## src/rtl/timer_dev_if.sv

```systemverilog
// timer_dev_if: bridge-to-device bus for the countdown timer.
// The bridge is the master; the timer is the slave responder.
interface timer_dev_if;
  logic [3:2]  DEV_Addr;
  logic [31:0] DEV_WD;
  logic        WeDEV;
  logic [31:0] DEV_RD;
  logic        DEV_break;

  modport master (
    output DEV_Addr, DEV_WD, WeDEV,
    input  DEV_RD, DEV_break
  );

  modport slave (
    input  DEV_Addr, DEV_WD, WeDEV,
    output DEV_RD, DEV_break
  );
endinterface

```

## src/rtl/timer_dev.sv

```systemverilog
// timer_dev: memory-mapped countdown timer (CTRL / PRESET / COUNT).
// A 4-state FSM loads PRESET, counts down and raises an interrupt.
// Optional macro TIMER_PRESCALE_EN adds CTRL[7:4] as a 4-bit prescale
// divisor P; COUNT then advances only once every P+1 cycles.
module timer_dev #(
  parameter logic [31:0] PRESET_RST = 32'd0
) (
  input logic        clk,
  input logic        reset,
  timer_dev_if.slave bus
);

  typedef enum logic [1:0] {
    S_IDLE = 2'd0,
    S_LOAD = 2'd1,
    S_CNT  = 2'd2,
    S_INT  = 2'd3
  } state_t;

`ifdef TIMER_PRESCALE_EN
  localparam logic [31:0] CTRL_MASK = 32'h0000_00FF;
`else
  localparam logic [31:0] CTRL_MASK = 32'h0000_000F;
`endif

  state_t      r_state;
  logic [31:0] r_ctrl;
  logic [31:0] r_preset;
  logic [31:0] r_count;
  logic        r_irq;
`ifdef TIMER_PRESCALE_EN
  logic [3:0]  r_pre;
`endif

  logic w_ctrl_we;
  logic w_preset_we;
  logic w_tick;
  logic w_irq_set;

  // Decode writes, the count-enable tick and the interrupt-set condition.
  always_comb begin
    w_ctrl_we   = bus.WeDEV && (bus.DEV_Addr == 2'd0);
    w_preset_we = bus.WeDEV && (bus.DEV_Addr == 2'd1);
`ifdef TIMER_PRESCALE_EN
    w_tick      = (r_pre == r_ctrl[7:4]);
`else
    w_tick      = 1'b1;
`endif
    w_irq_set   = (r_state == S_CNT) && r_ctrl[0] && w_tick &&
                  (r_count <= 32'd1);
  end

  // Zero-latency read mux and interrupt output from registered state.
  always_comb begin
    case (bus.DEV_Addr)
      2'd0:    bus.DEV_RD = r_ctrl;
      2'd1:    bus.DEV_RD = r_preset;
      2'd2:    bus.DEV_RD = r_count;
      default: bus.DEV_RD = 32'd0;
    endcase
    bus.DEV_break = r_irq & r_ctrl[3];
  end

  // Timer FSM; CPU writes are applied last so they take priority,
  // except that an interrupt being raised this edge survives a CTRL write.
  always_ff @(posedge clk) begin
    if (reset) begin
      r_state  <= S_IDLE;
      r_ctrl   <= 32'd0;
      r_preset <= PRESET_RST;
      r_count  <= 32'd0;
      r_irq    <= 1'b0;
`ifdef TIMER_PRESCALE_EN
      r_pre    <= 4'd0;
`endif
    end else begin
      case (r_state)
        S_IDLE: begin
          if (r_ctrl[0]) r_state <= S_LOAD;
        end
        S_LOAD: begin
          r_count <= r_preset;
          r_state <= S_CNT;
`ifdef TIMER_PRESCALE_EN
          r_pre   <= 4'd0;
`endif
        end
        S_CNT: begin
          if (!r_ctrl[0]) begin
            r_state <= S_IDLE;
          end else if (w_tick) begin
`ifdef TIMER_PRESCALE_EN
            r_pre <= 4'd0;
`endif
            if (r_count <= 32'd1) begin
              r_count <= 32'd0;
              r_irq   <= 1'b1;
              r_state <= S_INT;
            end else begin
              r_count <= r_count - 32'd1;
            end
          end else begin
`ifdef TIMER_PRESCALE_EN
            r_pre <= r_pre + 4'd1;
`endif
          end
        end
        S_INT: begin
          if (r_ctrl[2:1] == 2'b01) begin
            r_irq   <= 1'b0;
            r_state <= S_LOAD;
          end else begin
            r_ctrl[0] <= 1'b0;
            r_state   <= S_IDLE;
          end
        end
        default: r_state <= S_IDLE;
      endcase

      if (w_preset_we) r_preset <= bus.DEV_WD;

      if (w_ctrl_we) begin
        r_ctrl <= bus.DEV_WD & CTRL_MASK;
        if (!w_irq_set) r_irq <= 1'b0;
`ifdef TIMER_PRESCALE_EN
        r_pre  <= 4'd0;
`endif
        // Disabling stops the timer in place: COUNT keeps its value.
        if (!bus.DEV_WD[0]) begin
          r_state <= S_IDLE;
          r_count <= r_count;
        end
      end
    end
  end

endmodule

```

## src/flat_wrapper.sv

```systemverilog
// flat-port wrapper written by rule: the top's interface ports become plain ports
module timer_dev_flat 
#(
  parameter logic [31:0] PRESET_RST = 32'd0
)
  (clk, reset, bus_DEV_Addr, bus_DEV_WD, bus_WeDEV, bus_DEV_RD, bus_DEV_break);
  timer_dev_if bus_i ();
  input logic clk;
  input logic reset;
  input wire logic [$bits(bus_i.DEV_Addr)-1:0] bus_DEV_Addr;
  input wire logic [$bits(bus_i.DEV_WD)-1:0] bus_DEV_WD;
  input wire logic [$bits(bus_i.WeDEV)-1:0] bus_WeDEV;
  output wire logic [$bits(bus_i.DEV_RD)-1:0] bus_DEV_RD;
  output wire logic [$bits(bus_i.DEV_break)-1:0] bus_DEV_break;
  assign bus_i.DEV_Addr = bus_DEV_Addr;
  assign bus_i.DEV_WD = bus_DEV_WD;
  assign bus_i.WeDEV = bus_WeDEV;
  assign bus_DEV_RD = bus_i.DEV_RD;
  assign bus_DEV_break = bus_i.DEV_break;
  timer_dev #(.PRESET_RST(PRESET_RST)) u_core (.clk(clk), .reset(reset), .bus(bus_i));
endmodule
```

## config.mk

```make
export PLATFORM = sky130hd
export DESIGN_NAME = timer_dev_flat
export DESIGN_NICKNAME = d
export VERILOG_FILES = /design/src/rtl/timer_dev_if.sv /design/src/rtl/timer_dev.sv /design/src/flat_wrapper.sv
export SDC_FILE = /design/constraint.sdc
export NUM_CORES = 1
export LEC_CHECK = 0
export CAP_MARGIN = 20
export CORE_AREA = 2 2 93 95
export CTS_CLUSTER_SIZE = 8
export DETAILED_ROUTE_END_ITERATION = 10
export DIE_AREA = 0 0 95 97
export GPL_ROUTABILITY_DRIVEN = 1
export GPL_TIMING_DRIVEN = 0
export HOLD_SLACK_MARGIN = 0.05
export PLACE_DENSITY = 0.73
export SKIP_CTS_REPAIR_TIMING = 1
export SKIP_LAST_GASP = 1
export SYNTH_ARGS = -nofsm -noshare
export SYNTH_HDL_FRONTEND = slang
export SYNTH_SLANG_ARGS = --single-unit
```

## constraint.sdc

```tcl
create_clock -name clk -period 3.9 [get_ports clk]
set_clock_uncertainty 0.05 [all_clocks]
set_input_delay 0.39 -clock clk [delete_from_list [all_inputs] [get_ports clk]]
set_output_delay 0.39 -clock clk [all_outputs]
set_load 0.01 [all_outputs]
```

# ---- Word-level counts from Yosys, hierarchy flattened
# Cells that the tools add are included.
dict set report word_totals {
  reg_bits 71
  latch_bits 0
  ramBits 0
  mem_bits_ro 0
  inputBits 37
  elab_cells 47
  n_memories 0
}
dict set report classes {
  add_sub_neg 1
  n_mul 0
  div 0
  order_cmp 1
  n_eq_ne 8
  shifts 0
  mux 22
  bitwise 1
  n_reduce_logical 8
}
# op n
set ops {}
lappend ops {{$mux W32} 4}
lappend ops {{$pmux W32 S3} 1}
lappend ops {{$pmux W32 S2} 1}
lappend ops {{$le A32 B1 Y1 const B} 1}
lappend ops {{$sub A32 B1 Y32 const B} 1}
lappend ops {{$mux W2} 5}
lappend ops {{$mux W1} 9}
lappend ops {{$pmux W2 S4} 1}
lappend ops {{$eq A2 B1 Y1 const B} 3}
lappend ops {{$eq A2 B2 Y1 const B} 3}
lappend ops {{$logic_and A1 B1 Y1} 4}
lappend ops {{$logic_not A2 Y1} 2}
lappend ops {{$ne A2 B1 Y1 const B} 1}
lappend ops {{$ne A2 B2 Y1 const B} 1}
lappend ops {{$pmux W1 S2} 1}
lappend ops {{$reduce_and A2 Y1} 1}
lappend ops {{$reduce_bool A2 Y1} 1}
lappend ops {{$and A1 B1 Y1} 1}

# ---- Depth between registers and ports, before layout
# Gate-level depths: netlist (run 1).
dict set report logic_depth {
  depth_word 6
  depth_mapped 9
  depth_no_buf 7
}

# ---- Worst setup path after synthesis (run 1)
# Ideal clock, no wire load.
dict set report synth_timing {
  path_kind {flip-flop to flip-flop}
  start {register u_core.r_count[9]}
  end {register u_core.r_count[31]}
  t_arrival_ns 2.392
  t_required_ns 3.729
  path_slack_ns 1.337
  path_stages_with_launch 8
  n_path_buf 2
  path_cell_list {dfxtp_1 > or4_1 > buf_2 > or4_4 > buf_4 > or4_1 > a31oi_1 > nor3_1}
}
dict set report synth_via {
  elab_chain_len 6
}
# item line_no
set synth_lines {}
lappend synth_lines {{start, declared} timer_dev.sv:29} ;# logic [31:0] r_count;
lappend synth_lines {{start signal, assigned} timer_dev.sv:82} ;# r_count <= r_preset;
lappend synth_lines {{start signal, assigned} timer_dev.sv:100} ;# r_count <= r_count - 32'd1;
lappend synth_lines {{start signal, assigned} timer_dev.sv:131} ;# r_count <= r_count;
lappend synth_lines {{$sub A32 B1 Y32 / $le A32 B1 Y1 (equally long branches)} {timer_dev.sv:100, timer_dev.sv:95}}
lappend synth_lines {{$mux W32 (*)} timer_dev.sv:95} ;# if (r_count <= 32'd1) begin
lappend synth_lines {{$mux W32 (*)} timer_dev.sv:89} ;# if (!r_ctrl[0]) begin
lappend synth_lines {{$pmux W32 S2 (*)} timer_dev.sv:77} ;# case (r_state)
lappend synth_lines {{$mux W32} timer_dev.sv:129} ;# if (!bus.DEV_WD[0]) begin
lappend synth_lines {{$mux W32 (*)} timer_dev.sv:122} ;# if (w_ctrl_we) begin
# Mark *: on every way between the ends. The rest lies on a longest branch, timed or not. The select of a mux whose other input is x is not followed.
# A chain may end at the register's enable or synchronous reset.

# ---- Final worst setup path (run 1)
dict set report layout_timing {
  start {input port bus_DEV_Addr[0]}
  end {output port bus_DEV_RD[19]}
}
dict set report layout_via {
  elab_chain_len 2
}
# item line_no
set layout_lines {}
lappend layout_lines {{start, declared} flat_wrapper.sv:10} ;# input wire logic [$bits(bus_i.DEV_Addr)-1:0] bus_DEV_Addr;
lappend layout_lines {{$eq A2 B2 Y1, or another cell as far along} timer_dev.sv:55} ;# case (bus.DEV_Addr)
lappend layout_lines {{$pmux W32 S3 (*)} timer_dev.sv:55}
lappend layout_lines {{end, declared} flat_wrapper.sv:13} ;# output wire logic [$bits(bus_i.DEV_RD)-1:0] bus_DEV_RD;
# Mark *: on every way between the ends. The rest lies on a longest branch, timed or not.

==> run summary, run 1 <==
status = finished clean
Vias = 4674
ys flop type = dfxtp_1
top cells by count, synth = 114 x nand2_1, 71 x dfxtp_1, 48 x a21oi_1
total power = 1.65 mW
post-DP HPWL = 10.3 mm
Worst Max-Slew Pin Slew = 1.07 ns
Hold WC Path Type = reg -> reg
post-DR vias/cell = 6.41
Peak VDD IR = 212 µV
# IOs = 70
GRT Total Usage = 31.9%
number of global-route vias before repair = 4303
Worst R2R End = u_core.r_count[18]$_SDFFE_PP0P_
clk_lat worst skew = 0.35 ns
share of cells above drive strength 1 = 4.17%
Synth top area share = 35.6%
# DRC = 0
CP Max Fanout = 10
P per Cell Area = 331 mW/mm²
Initial Utilization = 49.1%
antenna viol nets, final = 0
mapped cell area = 0.00399 mm²
clk root buf = clkbuf_8
reg-to-reg slack, setup = 0.69 ns
DRT Pass-1 Iters = 5
Worst Path Required = 3.46 ns
Worst R2R Start = u_core.r_count[16]$_SDFFE_PP0P_
# rows = 33
Yosys reg bits = 71
Worst setup SP type = input port
Seq/Total Area, Yosys = 35.6%
most frequent cell after synthesis = nand2_1
Hold Violations, Final = 0
Final period util = 91.0%
LEAKAGE = 1.70 nW
initial antenna violation count = 0
RSZ-0062 raised after global routing = false
Reg clk slew, reported paths = 0.08 ns
hold worst-path end = u_core.r_preset[11]$_SDFFE_PP0P_
drt total wl = 14.6 mm
fin crit period = 3.55 ns
worst reg2reg path depth = 6
crit path DAT = 3.11 ns
GP Congestion = 1.02
die width = 95 µm
area grow syn2layout = 24.9%
pin count of the biggest net entering global routing = 13
final slew viol count = 0
drt wl/cell = 20.1 µm
ANT cells = 0
post-synth top area cell = dfxtp_1
total grt overflow = 0
Synth Net Count = 580
EDFF count, synth = 0
CTS tree = yes
Slew Limit Headroom = 28.2%
Synth Area per Inst = 7.38 µm²
Yosys Warn Count = 0
FFs w/ async S/R, synth = 0%
Chip Height = 97 µm
Post-Synthesis Cells = 541
1st-iter DRT viols = 540
PortBufs = 67
Max Cap Violations = 0
worst hold stages = 2
Setup CP Type = in -> out
Nets = 658
core footprint = 0.00813 mm²
post-synth cell types = 48
CP endpoint kind = output pin
clock sink count = 71
H-tree levels = 3
maximum root-to-sink buffer count = 2
Inserted Clock Buffers = 9
synth top area cells = dfxtp_1 36%, nand2_1 11%, a22o_1 6.1%
worst hold start = u_core.r_preset[11]$_SDFFE_PP0P_
Min Hold Slack = 0.429 ns
setup tns final = 0 ns
Die Area = 0.00922 mm²
final setup violating endpoints = 0
first-pass GRT wire length = 22.8 mm
fmax = 282 MHz
## flip-flops by register name, indices dropped and copies added (netlist names)
signal           flops
u_core.r_count      32
u_core.r_ctrl        4
u_core.r_irq         1
u_core.r_preset     32
u_core.r_state       2
## layer usage
metal  part of all wire [%]  track usage, %  vias to the layer above
li1                       -               -                     2148
met1                     42            45.2                     2169
met2                     43            46.3                      310
met3                     12            7.09                       47
met4                    3.4            13.4                        0
met5                      0               0                        -
## cell families after synthesis
kind of cell / count (synthesis) / synth area share [%]
fa+ha+maj: 2 / 0.627
mux: 4 / 1.00
compound gates: 165 / 27.8
simple gates: 243 / 29.6
flops: 71 / 35.6
buf+inv: 56 / 5.39
## worst max path at each step
stage                                        start                               to  slack [ns]  depth (start not counted)
finish                             bus_DEV_Addr[0]                   bus_DEV_RD[19]        0.35                          6
global route                       bus_DEV_Addr[0]                   bus_DEV_RD[19]        0.29                          6
CTS                                bus_DEV_Addr[0]                   bus_DEV_RD[22]        0.44                          6
detailed placement                 bus_DEV_Addr[0]  u_core.r_count[15]$_SDFFE_PP0P_        0.32                          8
global placement                   bus_DEV_Addr[0]  u_core.r_count[15]$_SDFFE_PP0P_        0.36                          8
floorplan           u_core.r_count[9]$_SDFFE_PP0P_  u_core.r_count[31]$_SDFFE_PP0P_        1.34                          7
## worst max-delay path, stage by stage
cell	delay [ns]
clkdlybuf4s50_1	0.53
nor2b_1	0.16
clkbuf_1	0.59
clkbuf_1	0.61
a22o_1	0.28
clkdlybuf4s50_1	0.54
## power by group
group	leakage (nW)	switching (mW)	total [mW]	internal (mW)
Sequential	0.575	0.0223	0.764	0.742
Clock	0.103	0.307	0.592	0.285
Combinational	1.03	0.193	0.295	0.102
## cells in the final DEF (no fill, tap or decap), drive strengths merged, types with 12 or more instances in the layout
cell / count
nand3: 31
a31oi: 27
o211ai: 12
a21oi: 48
clkdlybuf4s50: 67
nor2: 12
nand2: 114
dfxtp: 71
clkbuf: 57
a22o: 28
o21ai: 14
nor4: 13
or3: 16
nor3: 12
## stage by stage
step / instance area [µm²] / setup WS (ns) / utilization, % / instances
floorplan: 3990 / 1.34 / - / 541
finish: 4980 / 0.350 / 61.3 / 729
global placement: 4790 / 0.360 / 58.9 / 713
CTS: 4980 / 0.437 / 61.3 / 729
detailed placement: 4790 / 0.324 / 58.9 / 713
global route: 4980 / 0.294 / 61.3 / 729
## area by class of cell
| cell class | count | area, µm² |
|---|---|---|
| clock buffers | 12 | 165 |
| inverters | 6 | 22.5 |
| multi-input cells | 414 | 2350 |
| fillers | 745 | 3150 |
| clock inverters | 4 | 27.5 |
| well taps | 105 | 131 |
| plain buffers | 50 | 193 |
| repair buffers | 67 | 671 |
| flip-flops and latches | 71 | 1420 |
No activity file was read; power rests on OpenSTA's default activity.
==> run 2, diff against run 1 <==
--- a/config.mk
+++ b/config.mk
@@ -7,6 +7,7 @@
 export LEC_CHECK = 0
 export CAP_MARGIN = 20
 export CORE_AREA = 2 2 93 95
+export CTS_BUF_LIST = sky130_fd_sc_hd__clkbuf_4 sky130_fd_sc_hd__clkbuf_8 sky130_fd_sc_hd__clkbuf_16
 export CTS_CLUSTER_SIZE = 8
 export DETAILED_ROUTE_END_ITERATION = 10
 export DIE_AREA = 0 0 95 97
==> results of run 2 <==
The final DEF is identical to that of run 1; final timing and power are the same.
